[src/rtl/comparator_sequencer_pkg.sv]
// Shared types and constants for the comparator sequencer: FSM encoding,
// code range and the width of the match counter.
package comparator_sequencer_pkg;

  typedef enum logic [1:0] {
    IDLE   = 2'd0,
    DRIVE  = 2'd1,
    SAMPLE = 2'd2,
    DONE   = 2'd3
  } state_t;

  localparam logic [1:0] CODE_FIRST = 2'd0;
  localparam logic [1:0] CODE_LAST  = 2'd3;

  localparam int MATCH_CNT_W  = 3;
  localparam int SETTLE_CNT_W = 3;

  typedef logic [MATCH_CNT_W-1:0] match_cnt_t;

endpackage

[src/rtl/comparator_sequencer_if.sv]
// Control, comparator and result signals of the comparator sequencer.
// The sequencer is the slave; whoever issues start and models the comparator is the master.
interface comparator_sequencer_if;
  import comparator_sequencer_pkg::*;

  logic             start;
  logic             mode;
  logic [1:0]       code_in;
  logic             abort;
  logic [1:0]       s_out;
  logic             k_in;
  logic             l_in;
  logic             busy;
  logic             done;
  logic [3:0]       k_vec;
  logic [3:0]       l_vec;
  match_cnt_t       match_cnt;
  logic             err;

  modport slave (
    input  start, mode, code_in, abort, k_in, l_in,
    output s_out, busy, done, k_vec, l_vec, match_cnt, err
  );

  modport master (
    output start, mode, code_in, abort, k_in, l_in,
    input  s_out, busy, done, k_vec, l_vec, match_cnt, err
  );

endinterface

[src/rtl/comparator_sequencer_settle_counter.sv]
// Settle countdown: load a cycle count, decrement once per DRIVE cycle, and flag
// the decrement that brings the count to zero so the FSM can leave DRIVE on that edge.
module seq_settle_counter #(
  parameter int W = 3
) (
  input  logic         clk,
  input  logic         reset,
  input  logic         load,
  input  logic [W-1:0] load_val,
  input  logic         dec,
  output logic         zero
);

  logic [W-1:0] cnt_q;
  logic [W-1:0] cnt_d;

  // NOTE: always_comb gives every output a default first so no path can infer a latch.
  always_comb begin
    cnt_d = cnt_q;
    if (load) begin
      cnt_d = load_val;
    end else if (dec && (cnt_q != '0)) begin
      cnt_d = cnt_q - W'(1);
    end
  end

  // NOTE: state flops use non-blocking assignments so every flop sees pre-edge values.
  always_ff @(posedge clk or posedge reset) begin
    if (reset) begin
      cnt_q <= '0;
    end else begin
      cnt_q <= cnt_d;
    end
  end

  assign zero = (cnt_q == W'(1));

endmodule

[src/rtl/comparator_sequencer.sv]
// Sequences select codes onto an external comparator, lets each settle, and
// captures its K/L outputs per code into result vectors with a match count.
module comparator_sequencer
  import comparator_sequencer_pkg::*;
#(
  parameter int unsigned SETTLE = 1
) (
  input  logic                  clk,
  input  logic                  reset,
  comparator_sequencer_if.slave bus
);

  localparam logic [SETTLE_CNT_W-1:0] SETTLE_VAL = SETTLE_CNT_W'(SETTLE);

  state_t     state_q, state_d;
  logic [1:0] code_q, code_d;
  logic       mode_q, mode_d;
  logic [3:0] k_vec_q, k_vec_d;
  logic [3:0] l_vec_q, l_vec_d;
  match_cnt_t match_cnt_q, match_cnt_d;
  logic       busy_q, busy_d;
  logic       done_q, done_d;
  logic       err_q, err_d;

  logic       cnt_load;
  logic       cnt_dec;
  logic       cnt_zero;

  seq_settle_counter #(.W(SETTLE_CNT_W)) u_settle (
    .clk      (clk),
    .reset    (reset),
    .load     (cnt_load),
    .load_val (SETTLE_VAL),
    .dec      (cnt_dec),
    .zero     (cnt_zero)
  );

  always_comb begin
    state_d     = state_q;
    code_d      = code_q;
    mode_d      = mode_q;
    k_vec_d     = k_vec_q;
    l_vec_d     = l_vec_q;
    match_cnt_d = match_cnt_q;
    err_d       = 1'b0;
    cnt_load    = 1'b0;
    cnt_dec     = 1'b0;

    case (state_q)
      IDLE, DONE: begin
        state_d = IDLE;
        if (bus.start && !bus.abort) begin
          state_d     = DRIVE;
          mode_d      = bus.mode;
          code_d      = bus.mode ? CODE_FIRST : bus.code_in;
          k_vec_d     = '0;
          l_vec_d     = '0;
          match_cnt_d = '0;
          cnt_load    = 1'b1;
        end
      end
      DRIVE: begin
        err_d = bus.start;
        if (bus.abort) begin
          state_d = IDLE;
        end else begin
          cnt_dec = 1'b1;
          if (cnt_zero) state_d = SAMPLE;
        end
      end
      SAMPLE: begin
        err_d = bus.start;
        if (bus.abort) begin
          state_d = IDLE;
        end else begin
          k_vec_d[code_q] = bus.k_in;
          l_vec_d[code_q] = bus.l_in;
          if (bus.k_in == bus.l_in) match_cnt_d = match_cnt_q + match_cnt_t'(1);
          // Sweep stops at CODE_LAST; the rollover to CODE_FIRST only happens on the next accept.
          if (mode_q && (code_q != CODE_LAST)) begin
            code_d   = code_q + 2'd1;
            cnt_load = 1'b1;
            state_d  = DRIVE;
          end else begin
            state_d = DONE;
          end
        end
      end
    endcase

    busy_d = (state_d == DRIVE) || (state_d == SAMPLE);
    done_d = (state_d == DONE);
  end

  always_ff @(posedge clk or posedge reset) begin
    if (reset) begin
      state_q     <= IDLE;
      code_q      <= CODE_FIRST;
      mode_q      <= 1'b0;
      k_vec_q     <= '0;
      l_vec_q     <= '0;
      match_cnt_q <= '0;
      busy_q      <= 1'b0;
      done_q      <= 1'b0;
      err_q       <= 1'b0;
    end else begin
      state_q     <= state_d;
      code_q      <= code_d;
      mode_q      <= mode_d;
      k_vec_q     <= k_vec_d;
      l_vec_q     <= l_vec_d;
      match_cnt_q <= match_cnt_d;
      busy_q      <= busy_d;
      done_q      <= done_d;
      err_q       <= err_d;
    end
  end

  assign bus.s_out     = code_q;
  assign bus.busy      = busy_q;
  assign bus.done      = done_q;
  assign bus.err       = err_q;
  assign bus.k_vec     = k_vec_q;
  assign bus.l_vec     = l_vec_q;
  assign bus.match_cnt = match_cnt_q;

endmodule
[src/flat_wrapper.sv]
// flat-port wrapper written by rule: the top's interface ports become plain ports
module comparator_sequencer_flat import comparator_sequencer_pkg::*;
#(
  parameter int unsigned SETTLE = 1
)
  (clk, reset, bus_start, bus_mode, bus_code_in, bus_abort, bus_k_in, bus_l_in, bus_s_out, bus_busy, bus_done, bus_k_vec, bus_l_vec, bus_match_cnt, bus_err);
  comparator_sequencer_if bus_i ();
  input  logic clk;
  input  logic reset;
  input wire logic [$bits(bus_i.start)-1:0] bus_start;
  input wire logic [$bits(bus_i.mode)-1:0] bus_mode;
  input wire logic [$bits(bus_i.code_in)-1:0] bus_code_in;
  input wire logic [$bits(bus_i.abort)-1:0] bus_abort;
  input wire logic [$bits(bus_i.k_in)-1:0] bus_k_in;
  input wire logic [$bits(bus_i.l_in)-1:0] bus_l_in;
  output wire logic [$bits(bus_i.s_out)-1:0] bus_s_out;
  output wire logic [$bits(bus_i.busy)-1:0] bus_busy;
  output wire logic [$bits(bus_i.done)-1:0] bus_done;
  output wire logic [$bits(bus_i.k_vec)-1:0] bus_k_vec;
  output wire logic [$bits(bus_i.l_vec)-1:0] bus_l_vec;
  output wire logic [$bits(bus_i.match_cnt)-1:0] bus_match_cnt;
  output wire logic [$bits(bus_i.err)-1:0] bus_err;
  assign bus_i.start = bus_start;
  assign bus_i.mode = bus_mode;
  assign bus_i.code_in = bus_code_in;
  assign bus_i.abort = bus_abort;
  assign bus_i.k_in = bus_k_in;
  assign bus_i.l_in = bus_l_in;
  assign bus_s_out = bus_i.s_out;
  assign bus_busy = bus_i.busy;
  assign bus_done = bus_i.done;
  assign bus_k_vec = bus_i.k_vec;
  assign bus_l_vec = bus_i.l_vec;
  assign bus_match_cnt = bus_i.match_cnt;
  assign bus_err = bus_i.err;
  comparator_sequencer #(.SETTLE(SETTLE)) u_core (.clk(clk), .reset(reset), .bus(bus_i));
endmodule
[config.mk]
export PLATFORM = sky130hd
export DESIGN_NAME = comparator_sequencer_flat
export DESIGN_NICKNAME = d
export VERILOG_FILES = /design/src/rtl/comparator_sequencer_pkg.sv /design/src/rtl/comparator_sequencer_if.sv /design/src/rtl/comparator_sequencer_settle_counter.sv /design/src/rtl/comparator_sequencer.sv /design/src/flat_wrapper.sv
export SDC_FILE = /design/constraint.sdc
export NUM_CORES = 1
export LEC_CHECK = 0
export BUFFER_PORTS_ARGS = -buffer_cell sky130_fd_sc_hd__buf_4
export CAP_MARGIN = 20
export CORE_UTILIZATION = 58
export DETAILED_ROUTE_END_ITERATION = 16
export PLACE_DENSITY = 0.81
export SLEW_MARGIN = 20
export SYNTH_ARGS = -nofsm -noshare
export SYNTH_HDL_FRONTEND = slang
export SYNTH_SLANG_ARGS = --single-unit
export TNS_END_PERCENT = 10
[constraint.sdc]
create_clock -name clk -period 4.45 [get_ports clk]
set_input_delay 0.89 -clock clk [delete_from_list [all_inputs] [get_ports clk]]
set_output_delay 0.89 -clock clk [all_outputs]
set_load 0.05 [all_outputs]
==> impl_metrics.csv, run 1 <==
group,metric,value,unit
worst_setup_path,endpoint_kind,"flop",
grt,met1_usage,31.76,%
placement,numPortBuffers,24,
placement,hpwl,1.948,mm
grt,grt_pass1_wl,4.657,mm
clocking,clockBufferDepth,2,
timing,layout_setup_ws,2137,ps
synth,yosysTopAreaCell,"dfrtp_1",
timing,fmax,0.4324,GHz
min_path,hold_class,"reg2reg",
route,wirelength,2.581,mm
timing,tns,0,ps
floorplan,start_util,63.00,%
power_and_ir_drop,p_leak,0.7317,nW
timing,period_needed,2313,ps
grt,grt_overflow_total,0,
worst_setup_path,cp-start-kind,"flop",
synth,synth_seq_cells,22,
grt,top_usage_layer,"met2",
status,status,"finished, final reports clean",
grt,antenna_found_initial,0,
route,wl_per_cell,13.88,um
power_and_ir_drop,swShare,37.94,%
floorplan,die_x,48.63,um
timing,finClkSkew,6.455,ps
timing,rsz0062_at_grt,"false",
synth,syn_area,1261,um2
power_and_ir_drop,p_per_area,371.1,nW/um2
synth,synthFlopType,"dfrtp_1",
worst_setup_path,required,4650,ps
power_and_ir_drop,seqPwrFrac,44.3,%
synth,synth_edf_count,0,
floorplan,core,2002,um2
synth,ys_seq_area_share,43.65,%
timing,finalHoldViolCount,0,
clocking,path_clk_slew,130,ps
placement,finalWeightedCongestion,0.7746,
clocking,root_buffer,"clkbuf_4",
worst_setup_path,worstSetupPathType,"reg2reg",
cells_and_area,fin_area,1479,um2
floorplan,die-area,2365,um2
worst_setup_path,rrSetupSlack,2140,ps
power_and_ir_drop,ir_drop,0.0002808,V
cells_and_area,syn2layout_area_growth,17.26,%
route,drtIter0Drc,19,
clocking,clock_latency,300,ps
clocking,cts_setup_buffers,0,
worst_setup_path,path_max_fanout,24,
power_and_ir_drop,internal_power,340.7,uW
route,drc,0,
grt,met3_usage,3.774,%
route,ant_nets,0,
synth,synth.area.top_cells,"dfrtp_1, ha_1, o21ai_1",
route,drtPass1Iterations,4,
route,via_per_inst,5.683,
synth,synth_most_common_cell,"dfrtp_1",
grt,grt.total_usage,24.87,%
floorplan,rows,16,
clocking,cts_tree,"built",
timing,relSlewSlack,43.83,%
timing,post-route-period-util,51.97,%
worst_setup_path,worstPathArrival,2510,ps
synth,synthTopCellsByCount,"dfrtp_1, nand2_1, o21ai_1, ha_1",
clocking,cts_resized,0,
synth,postSynthCellCount,137,
synth,synth_area_per_cell,9.206,um2
synth,ys.warnings.count,0,
cells_and_area,n_fill_cell,160,
placement,placed_cell_area,1443,um2
floorplan,dieHeight,48.63,um
power_and_ir_drop,combPwrFrac,35.3,%
clocking,clkSinkCount,22,
cells_and_area,drive_gt1_share,20.75,%
timing,setup_viol,0,
placement,dp_slack,2146,ps
cells_and_area,fin_util,73.88,%
cells_and_area,fin_nets,180,
synth,synth_nets,157,
power_and_ir_drop,power_switching,208.2,uW
floorplan,io_pins,25,
grt,met2_usage,44.44,%
synth,synth.top_cell.area_share,43.65,%
timing,maxSlewViolCount,0,
synth,ys_types,33,
synth,ys_async_sr_fraction,100.0,%
timing,worstMarginPinSlew,841.7,ps
power_and_ir_drop,total_power,548.9,uW
clocking,cts-hold-fix-buffers,0,
clocking,cts_htree_levels,1,
cells_and_area,diodes,0,
grt,grt_max_degree,25,
clocking,cts_made_buffers,3,
run,maxCapViolCount,0,
grt,grt_pass1_vias,1063,
power_and_ir_drop,clock_power_share,20.4,%
route,num_vias,1057,
-- power by group through the flow --
stage | combinational, mW | clock [mW] | sequential, mW
after floorplan | 0.109 | 0 | 0.273
after global placement | 0.180 | 0 | 0.245
after detailed placement | 0.193 | 0 | 0.248
after CTS | 0.194 | 0.114 | 0.243
after global routing | 0.216 | 0.124 | 0.246
final | 0.194 | 0.112 | 0.243
-- logic make-up (layout without fill, tap and decap cells) --
kind of cell,after synthesis,in the layout,share of synthesized area (%)
buf+inv,18,40,6.151
simple gates,51,51,20.24
mux,3,3,2.381
compound gates,31,31,15.97
fa+ha+maj,11,11,10.91
xor+xnor,1,1,0.6946
flops,22,22,43.65
-- worst paths after layout --
check | start | endpoint | cells past startpoint
setup / recovery | u_core.state_q[0] | u_core.bus.busy | 6
hold / removal | u_core.bus.l_vec[3] | u_core.bus.l_vec[3] | 2
setup reg to reg | u_core.state_q[0] | u_core.bus.busy | 6
hold reg to reg | u_core.bus.l_vec[3] | u_core.bus.l_vec[3] | 2
max in group asynchronous | reset | u_core.state_q[1] | 2
min in group asynchronous | reset | u_core.bus.l_vec[2] | 2
-- cell type report --
cell class	instances	area, um2	area share (%)
multi-input combinational	97	633.1	42.81
sequential	22	550.5	37.23
timing repair buffer	24	180.2	12.18
inverter	12	45.04	3.046
clock buffer	4	36.28	2.453
tap	27	33.78	2.284
-- through the flow --
stage                     hold slack [ps]  cells
after floorplan                     480.6    137
after global placement              486.5    182
after detailed placement            490.1    182
after CTS                           518.9    186
after global routing                545.0    186
final                               517.9    186
-- state kept, by name, indices dropped and copies added, names as in the netlist --
register,flops
u_core.bus.l_vec,4
u_core.bus.k_vec,4
u_core.mode_q,1
u_core.u_settle.cnt_q,3
u_core.bus.err,1
u_core.bus.done,1
u_core.bus.s_out,2
u_core.bus.match_cnt,3
u_core.state_q,2
u_core.bus.busy,1
-- worst max-delay path, stage by stage (launching register included) --
cell and delay [ps]:
dfrtp_1 410, inv_1 60, ha_1 630, mux2i_1 170, or2_1 450, o41ai_1 170, ha_1 300
-- routing by layer --
layer / part of all wire, % / vias up / wire length (um)
met1: 45 / 500 / 1174
li1: - / 521 / -
met5: 0 / - / 0
met4: 0.77 / 0 / 20
met2: 50 / 32 / 1283
met3: 4.0 / 4 / 103
-- placed cells by master, fill, tap and decap left out, drive strengths merged --
cell type	n
nor4b	1
nand3b	1
xnor2	1
o31ai	1
ha	11
o22ai	1
a22oi	1
buf	24
nor2b	6
nand4	5
nand2	16
o41ai	2
inv	12
o2bb2ai	1
a21o	1
o211ai	1
a31o	1
a221oi	1
clkbuf	4
a21oi	4
nor3	2
nand3	10
o21ai	14
dfrtp	22
mux2i	3
nor2	5
a31oi	2
a211oi	1
nand2b	4
or2	1
Power figures use the tool's default switching activity.
==> run 2: changes to the inputs <==
- CORE_ASPECT_RATIO: default -> 1.75
- CORE_UTILIZATION: 58 -> 54
- PLACE_DENSITY: 0.81 -> 0.76
- clock period: 4.45 -> 2.3 ns (I/O delays scaled with it)
==> impl_metrics.csv, run 2 (synthesis results as in run 1) <==
group,metric,value,unit
status,status,"finished, final reports clean",
clocking,cts_setup_buffers,0,
clocking,cts_resized,0,
clocking,cts-hold-fix-buffers,0,
clocking,clockBufferDepth,2,
route,drtIter0Drc,23,
worst_setup_path,path_max_fanout,15,
clocking,cts_tree,"built",
placement,hpwl,2.060,mm
timing,period_needed,1890,ps
floorplan,start_util,58.74,%
floorplan,dieHeight,65.93,um
timing,finalHoldViolCount,0,
timing,rsz0062_at_grt,"false",
cells_and_area,layout_common_cells,"buf_4, dfrtp_1, nand2_1",
timing,worstMarginPinSlew,408.5,ps
grt,grt_pass1_vias,988,
worst_setup_path,rr_worst_depth,7,
clocking,path_clk_slew,110,ps
power_and_ir_drop,ir_drop,0.0005756,V
worst_setup_path,endpoint_kind,"flop",
power_and_ir_drop,p_leak,0.7392,nW
clocking,cts_made_buffers,3,
worst_setup_path,required,2530,ps
worst_setup_path,worstPathArrival,2120,ps
grt,antenna_found_initial,0,
power_and_ir_drop,p_per_area,676.1,nW/um2
route,ant_nets,0,
clocking,root_buffer,"clkbuf_4",
route,wirelength,2.577,mm
timing,post-route-period-util,82.18,%
timing,tns,0,ps
cells_and_area,layout_commonest_cell,"buf_4",
power_and_ir_drop,total_power,1.003,mW
timing,setup_viol,0,
cells_and_area,syn2layout_area_growth,17.66,%
route,drc,0,
worst_setup_path,r2r_start,"u_core.state_q[0]",
worst_setup_path,worstSetupPathType,"reg2reg",
floorplan,core,2147,um2
floorplan,die-area,2540,um2
timing,fmax,0.5290,GHz
worst_setup_path,critPathLaunch,"u_core.state_q[0]",
placement,numPortBuffers,24,
route,via_per_inst,5.773,
placement,finalWeightedCongestion,0.6978,
clocking,cts_htree_levels,1,
grt,grt_pass1_wl,4.202,mm
cells_and_area,fin_util,69.11,%
clocking,clock_latency,310,ps
route,wl_per_cell,13.93,um
clocking,clkSinkCount,22,
run,maxCapViolCount,0,
floorplan,die_x,38.53,um
timing,maxSlewViolCount,0,
cells_and_area,fin_nets,183,
floorplan,io_pins,25,
timing,relSlewSlack,72.66,%
min_path,hold_class,"in2async",
grt,grt_overflow_total,0,
floorplan,rows,22,
route,drtPass1Iterations,4,
worst_setup_path,cp-start-kind,"flop",
cells_and_area,drive_gt1_share,21.74,%
grt,grt.total_usage,23.61,%
timing,finClkSkew,2.309,ps
cells_and_area,diodes,0,
grt,grt_max_degree,16,
route,num_vias,1068,
run 2: final timing paths:
check	to	slack, ps
setup reg to reg	u_core.bus.match_cnt[2]	410
hold / removal	u_core.state_q[0]	80
max in group asynchronous	u_core.bus.k_vec[1]	1710
hold reg to reg	u_core.bus.match_cnt[0]	510
setup / recovery	u_core.bus.match_cnt[2]	410
min in group clk	u_core.bus.err	410
run 2: metal layers:
layer  share of wire, %  track usage, %  wire [um]
met5                  0               0          0
met4                2.8           12.93         72
met3                2.5           2.020         65
met2                 57           42.08       1457
met1                 38           25.56        982
run 2: final cells by class:
| cell class | count | area, um2 |
|---|---|---|
| fill | 174 | 663.1 |
| multi-input combinational | 97 | 633.1 |
| clock buffer | 3 | 22.52 |
| timing repair buffer | 27 | 202.7 |
| inverter | 12 | 45.04 |
| sequential | 22 | 550.5 |
| tap | 24 | 30.03 |
run 2: power by group:
part	switching, mW	total [mW]	internal (mW)
logic	0.225	0.359	0.134
clock network	0.112	0.173	0.0612
registers	0.0443	0.472	0.427
total	0.381	1.00	0.623
run 2: metrics by stage:
| stage | std cells | setup WS [ps] | area (um2) | hold slack (ps) |
|---|---|---|---|---|
| 4_1_cts | 185 | 388.4 | 1484 | 83.29 |
| 6_report | 185 | 409.8 | 1484 | 82.95 |
| 5_1_grt | 185 | 197.8 | 1484 | 104.6 |
| 3_5_place_dp | 182 | 422.1 | 1461 | 429.0 |
| 2_1_floorplan | 137 | 495.4 | 1261 | 449.2 |
| 3_3_place_gp | 182 | 513.5 | 1461 | 417.4 |
run 2: worst max-delay path, cell delays in order (launching register included):
cell     delay, ps
dfrtp_1        380
inv_1           60
ha_1           510
mux2i_1        260
or2_1          150
buf_4          210
nor2_1          70
nor3_1         180
